--- src/rtl/line_wb_bridge_pkg.sv ---
// Shared types and field layout for the cache-line to Wishbone classic bridge.
package line_wb_bridge_pkg;

  typedef enum logic [1:0] {
    IDLE = 2'd0,
    XFER = 2'd1,
    RESP = 2'd2
  } state_e;

  // req_info layout: {line_addr[19:0], write_flag, write_line[127:0]}
  localparam int ADDR_MSB  = 148;
  localparam int ADDR_LSB  = 129;
  localparam int WR_BIT    = 128;
  localparam int BEATS     = 4;
  localparam int LINE_BITS = 128;
  localparam int REQ_BITS  = ADDR_MSB + 1;
  localparam int WORD_BITS = LINE_BITS / BEATS;

endpackage

--- src/rtl/line_wb_bridge.sv ---
// Moves one 128-bit cache line over a 32-bit Wishbone classic master as four
// single-word beats, with a per-beat timeout and a one-cycle completion pulse.
module line_wb_bridge
  import line_wb_bridge_pkg::*;
#(
  parameter logic [31:0] WB_ADDR_BASE   = 32'h3000_0000,
  parameter int unsigned TIMEOUT_CYCLES = 255
) (
  input  logic                 clock,
  input  logic                 reset,
  input  logic                 req_valid,
  input  logic [REQ_BITS-1:0]  req_info,
  output logic                 req_ready,
  output logic                 rsp_valid,
  output logic [LINE_BITS-1:0] rsp_data,
  output logic                 rsp_bus_error,
  output logic                 wbm_cyc_o,
  output logic                 wbm_stb_o,
  output logic                 wbm_we_o,
  output logic [3:0]           wbm_sel_o,
  output logic [31:0]          wbm_adr_o,
  output logic [31:0]          wbm_dat_o,
  input  logic [31:0]          wbm_dat_i,
  input  logic                 wbm_ack_i,
  input  logic                 wbm_err_i,
  output logic [1:0]           state_dbg
);

  // Handshake: a request is taken on any cycle where req_valid && req_ready;
  // rsp_valid is a single-cycle pulse with no back-pressure, and each Wishbone
  // beat completes on the first cycle stb is high together with ack or err.

  localparam int TW = (TIMEOUT_CYCLES > 1) ? $clog2(TIMEOUT_CYCLES) : 1;
  localparam bit TMO_EN = (TIMEOUT_CYCLES != 0);
  localparam logic [TW-1:0] TMO_LAST = TW'((TIMEOUT_CYCLES == 0) ? 0 : TIMEOUT_CYCLES - 1);
  localparam logic [1:0] LAST_BEAT = 2'(BEATS - 1);

  state_e                 state;
  logic [19:0]            addr_q;
  logic                   wr_q;
  logic [LINE_BITS-1:0]   line_q;
  logic [1:0]             beat_q;
  logic [TW-1:0]          tmo_q;
  logic                   err_q;
  logic [LINE_BITS-1:0]   acc_q;
  logic [LINE_BITS-1:0]   rsp_data_q;
  logic                   xfer;

  always_ff @(posedge clock or posedge reset) begin
    if (reset) begin
      state      <= IDLE;
      addr_q     <= '0;
      wr_q       <= 1'b0;
      line_q     <= '0;
      beat_q     <= '0;
      tmo_q      <= '0;
      err_q      <= 1'b0;
      acc_q      <= '0;
      rsp_data_q <= '0;
    end else begin
      case (state)
        IDLE: begin
          if (req_valid) begin
            addr_q <= req_info[ADDR_MSB:ADDR_LSB];
            wr_q   <= req_info[WR_BIT];
            line_q <= req_info[LINE_BITS-1:0];
            beat_q <= '0;
            tmo_q  <= '0;
            err_q  <= 1'b0;
            acc_q  <= '0;
            state  <= XFER;
          end
        end
        XFER: begin
          // err wins over a simultaneous ack and abandons the remaining beats.
          if (wbm_err_i) begin
            err_q      <= 1'b1;
            rsp_data_q <= '0;
            state      <= RESP;
          end else if (wbm_ack_i) begin
            tmo_q <= '0;
            if (!wr_q) acc_q[WORD_BITS*beat_q +: WORD_BITS] <= wbm_dat_i;
            if (beat_q == LAST_BEAT) begin
              rsp_data_q <= wr_q ? '0 : {wbm_dat_i, acc_q[LINE_BITS-WORD_BITS-1:0]};
              state      <= RESP;
            end else begin
              beat_q <= beat_q + 2'd1;
            end
          end else if (TMO_EN) begin
            if (tmo_q == TMO_LAST) begin
              err_q      <= 1'b1;
              rsp_data_q <= '0;
              state      <= RESP;
            end else begin
              tmo_q <= tmo_q + 1'b1;
            end
          end
        end
        RESP:    state <= IDLE;
        default: state <= IDLE;
      endcase
    end
  end

  // All bus and response outputs decode from registered state only.
  assign xfer          = (state == XFER);
  assign req_ready     = (state == IDLE);
  assign rsp_valid     = (state == RESP);
  assign rsp_bus_error = rsp_valid & err_q;
  assign rsp_data      = rsp_data_q;
  assign wbm_cyc_o     = xfer;
  assign wbm_stb_o     = xfer;
  assign wbm_we_o      = xfer & wr_q;
  assign wbm_sel_o     = xfer ? 4'hF : 4'h0;
  assign wbm_adr_o     = xfer ? (WB_ADDR_BASE | {8'b0, addr_q, beat_q, 2'b00}) : 32'h0;
  assign wbm_dat_o     = xfer ? line_q[WORD_BITS*beat_q +: WORD_BITS] : 32'h0;
  assign state_dbg     = state;

endmodule

--- config.mk ---
export PLATFORM = sky130hd
export DESIGN_NAME = line_wb_bridge
export DESIGN_NICKNAME = d
export VERILOG_FILES = /design/src/rtl/line_wb_bridge_pkg.sv /design/src/rtl/line_wb_bridge.sv
export SDC_FILE = /design/constraint.sdc
export NUM_CORES = 1
export LEC_CHECK = 0
export CAP_MARGIN = 20
export CORE_MARGIN = 5
export CORE_UTILIZATION = 50
export DETAILED_ROUTE_END_ITERATION = 10
export GPL_TIMING_DRIVEN = 0
export PLACE_DENSITY = 0.81
export REMOVE_ABC_BUFFERS = 1
export SLEW_MARGIN = 20
export SYNTH_ARGS = -nofsm -noshare
export SYNTH_HDL_FRONTEND = slang
export SYNTH_SLANG_ARGS = --single-unit
--- constraint.sdc ---
create_clock -name clock -period 16.7 [get_ports clock]
set_input_delay 4.175 -clock clock [delete_from_list [all_inputs] [get_ports clock]]
set_output_delay 4.175 -clock clock [all_outputs]
set_load 0.1 [all_outputs]
==> impl_metrics.env <==
export IMPL_run_status="finished clean"
export IMPL_clkSinkCount=386
export IMPL_dieArea_um2=35380
export IMPL_hpwl_mm=28.69
export IMPL_via_per_inst=5.520
export IMPL_grt_pass1_vias=11840
export IMPL_synth_main_ff_cell="dfrtp_1"
export IMPL_fin_nets=1777
export IMPL_dp_cells=1943
export IMPL_holdWs_ns=0.4793
export IMPL_synth_cell_type_count=40
export IMPL_yosysSeqAreaShare_pct=60.91
export IMPL_p_leak_nw=9.193
export IMPL_finalMaxSlewViolations=0
export IMPL_fillers=2176
export IMPL_slew_limit_headroom_pct=27.01
export IMPL_hold_path_startpoint="acc_q[31]"
export IMPL_drt_iter0_markers=599
export IMPL_die_h_um=188.1
export IMPL_synth_area_um2=15860
export IMPL_via_count=11120
export IMPL_num_rows=65
export IMPL_syn_mean_instance_area_um2=12.93
export IMPL_post_cts_setup_buffers=0
export IMPL_rsz0062_at_grt="no"
export IMPL_netlist_area_leader_share_pct=60.91
export IMPL_antenna_found_initial=3
export IMPL_critical_path_arrival_ns=3.85
export IMPL_synth_seq_cells=386
export IMPL_cts_resized=0
export IMPL_ctsHoldBuffers=0
export IMPL_place_gp_congestion=0.7959
export IMPL_async_reset_ff_share_pct=100.0
export IMPL_final_layout_size_suffix_gt1_share_pct=17.87
export IMPL_ant_nets=0
export IMPL_critPathLaunchType="flop"
export IMPL_grt_max_degree=107
export IMPL_tightest_slew_ns=1.091
export IMPL_clk_pin_slew_ns=0.06
export IMPL_worstSetupStartpoint="state_dbg[0]"
export IMPL_portBuffers=381
export IMPL_holdPathEnd="acc_q[31]"
export IMPL_clock_fmax_ghz=0.1246
export IMPL_synth_edf_count=0
export IMPL_die_w_um=188.1
export IMPL_finalClockSkew_ns=0.01151
export IMPL_worstSkewPairLatency_ns=0.52
export IMPL_finalCriticalPeriod_ns=8.027
export IMPL_p_per_area_nw_per_um2=150.6
export IMPL_cts_tree="yes"
export IMPL_fin_crit_sh_pct=48.07
export IMPL_netlist_instances=1226
export IMPL_wl_per_cell_um=20.27
export IMPL_grt_first_pass_wirelength_mm=66.55
export IMPL_worstReg2RegEnd="rsp_data[64]"
export IMPL_crit_type="reg2out"
export IMPL_ys_top_cells_by_area="dfrtp_1 61%, mux2_2 11%, a22o_1 7.2%"
export IMPL_n_antenna_cell=0
export IMPL_slowest_stage="clkdlybuf4s50_1"
export IMPL_multi_input_area_um2=5720
export IMPL_htree_levels=2
export IMPL_core_area_um2=31470
export IMPL_start_util_pct=50.38
export IMPL_drc=0
export IMPL_finalHoldViolations=0
export IMPL_critPathMaxFanout=68
export IMPL_regArea_um2=9664
export IMPL_final_cells=2014
export IMPL_whs_path_depth=2
export IMPL_reg2reg_slack_ns=13.46
export IMPL_drv_cap=0
export IMPL_ys_warn_count=0
export IMPL_r2r_start="state_dbg[0]"
export IMPL_ir_drop_v=0.0001666
export IMPL_routed_wl_mm=40.83
export IMPL_yosysMostFrequentCell="dfrtp_1"
export IMPL_critPathCaptureType="output port"
export IMPL_worstRegToRegCells=7
export IMPL_synth_area_leader_cell="dfrtp_1"
export IMPL_numCtsBuffers=41
export IMPL_areaGrowthSynthToFinish_pct=36.93
export IMPL_path_cells="nand2b_1 -> clkinv_2 -> and2_1 -> clkdlybuf4s50_1"
export IMPL_cp_data_required_time_ns=12.52
export IMPL_firstDrtPassIters=6
export IMPL_cts_root_buf="clkbuf_16"
export IMPL_cp_slowest_stage_delay_ns=0.99
export IMPL_track_usage_pct=23.17
export IMPL_yosys_top_cells_count="386 x dfrtp_1, 194 x nand2_1, 150 x mux2_2"
export IMPL_clockBufferDepth=3
export IMPL_grt_overflow=0
export IMPL_ios=390
export IMPL_finalSetupViolations=0
export IMPL_worstHoldPathType="reg2reg"
[cell usage in the layout, fill, tap and decap left out, types with 4 or more instances in the layout]
master,instances
dfrtp_1,384
clkdlybuf4s50_1,381
nand2_1,194
mux2_2,150
a22o_1,131
o21ai_0,79
and2_1,54
clkbuf_16,43
mux4_2,32
o21ai_1,22
buf_16,17
clkbuf_1,16
nor2_1,8
conb_1,8
ha_1,7
clkbuf_8,7
buf_8,7
inv_1,6
buf_6,6
a21oi_1,5
clkinv_2,4
nand3_1,4
[worst max-delay path by stage]
stage / end / slack [ns] / depth (start not counted)
finish: wbm_adr_o[14] / 8.67 / 4
global route: wbm_adr_o[14] / 8.41 / 4
CTS: wbm_dat_o[17] / 8.48 / 4
detailed placement: wbm_dat_o[17] / 9.04 / 4
global placement: acc_q[84] / -7.71 / 4
floorplan: acc_q[0] / 1.80 / 1
[area by class of cell]
| class | count | share of cell area, % |
|---|---|---|
| Timing Repair Buffer | 415 | 20.83 |
| Multi-Input combinational cell | 732 | 26.35 |
| Sequential cell | 386 | 44.51 |
| Tap cell | 402 | 2.316 |
| Inverter | 8 | 0.1786 |
| Clock buffer | 66 | 5.676 |
| Clock inverter | 5 | 0.1498 |
[worst max-delay path: cells and delay by family, from the launching register on]
kind                   cells  cell delay [ns]
buffers and inverters      2             1.79
DFF                        1             0.58
and+or+nand+nor            2             0.91
[where the power goes]
group | internal (W) | switching, W | leakage [nW]
registers | 0.00111 | 0.000108 | 5.03
clock network | 0.000504 | 0.000352 | 0.620
logic | 0.000457 | 0.000736 | 3.54
[registers in the layout (all words and copies together), names as in the netlist]
signal,flops
line_q,128
rsp_data,128
acc_q,96
addr_q,20
tmo_q,8
beat_q,2
state_dbg,2
err_q,1
wr_q,1
[cells by family after synthesis]
group / Yosys count / share of synthesized area, %
DFF: 386 / 60.91
adders and majority gates: 7 / 0.5523
buffers and inverters: 115 / 3.622
other: 1 / 0.02365
xor gates and xnor gates: 2 / 0.1105
AOI/OAI and AO/OA: 253 / 11.42
muxes: 182 / 15.20
and+or+nand+nor: 280 / 8.158
[through the flow]
stage          power [W]  instance area (um^2)  utilization (%)   TNS, ns  setup WS, ns
3_5_place_dp    0.002442                 20450            64.97         0         9.041
4_1_cts         0.003310                 21710            68.98         0         8.481
2_1_floorplan   0.002076                 15340                -         0         1.798
3_3_place_gp    0.002369                 19660            62.45  -1685.93        -7.711
5_1_grt         0.003421                 21710            68.99         0         8.415
6_report        0.003271                 21710            68.99         0         8.673
[metal layers]
metal	track usage [%]	vias to the layer above	part of all wire, %
met5	0	-	0.066
met2	38.32	420	49
met4	4.856	4	1.9
met1	29.12	5588	38
met3	9.308	63	11
li1	-	5043	-
Note: power is estimated with default switching activity, not from simulation.
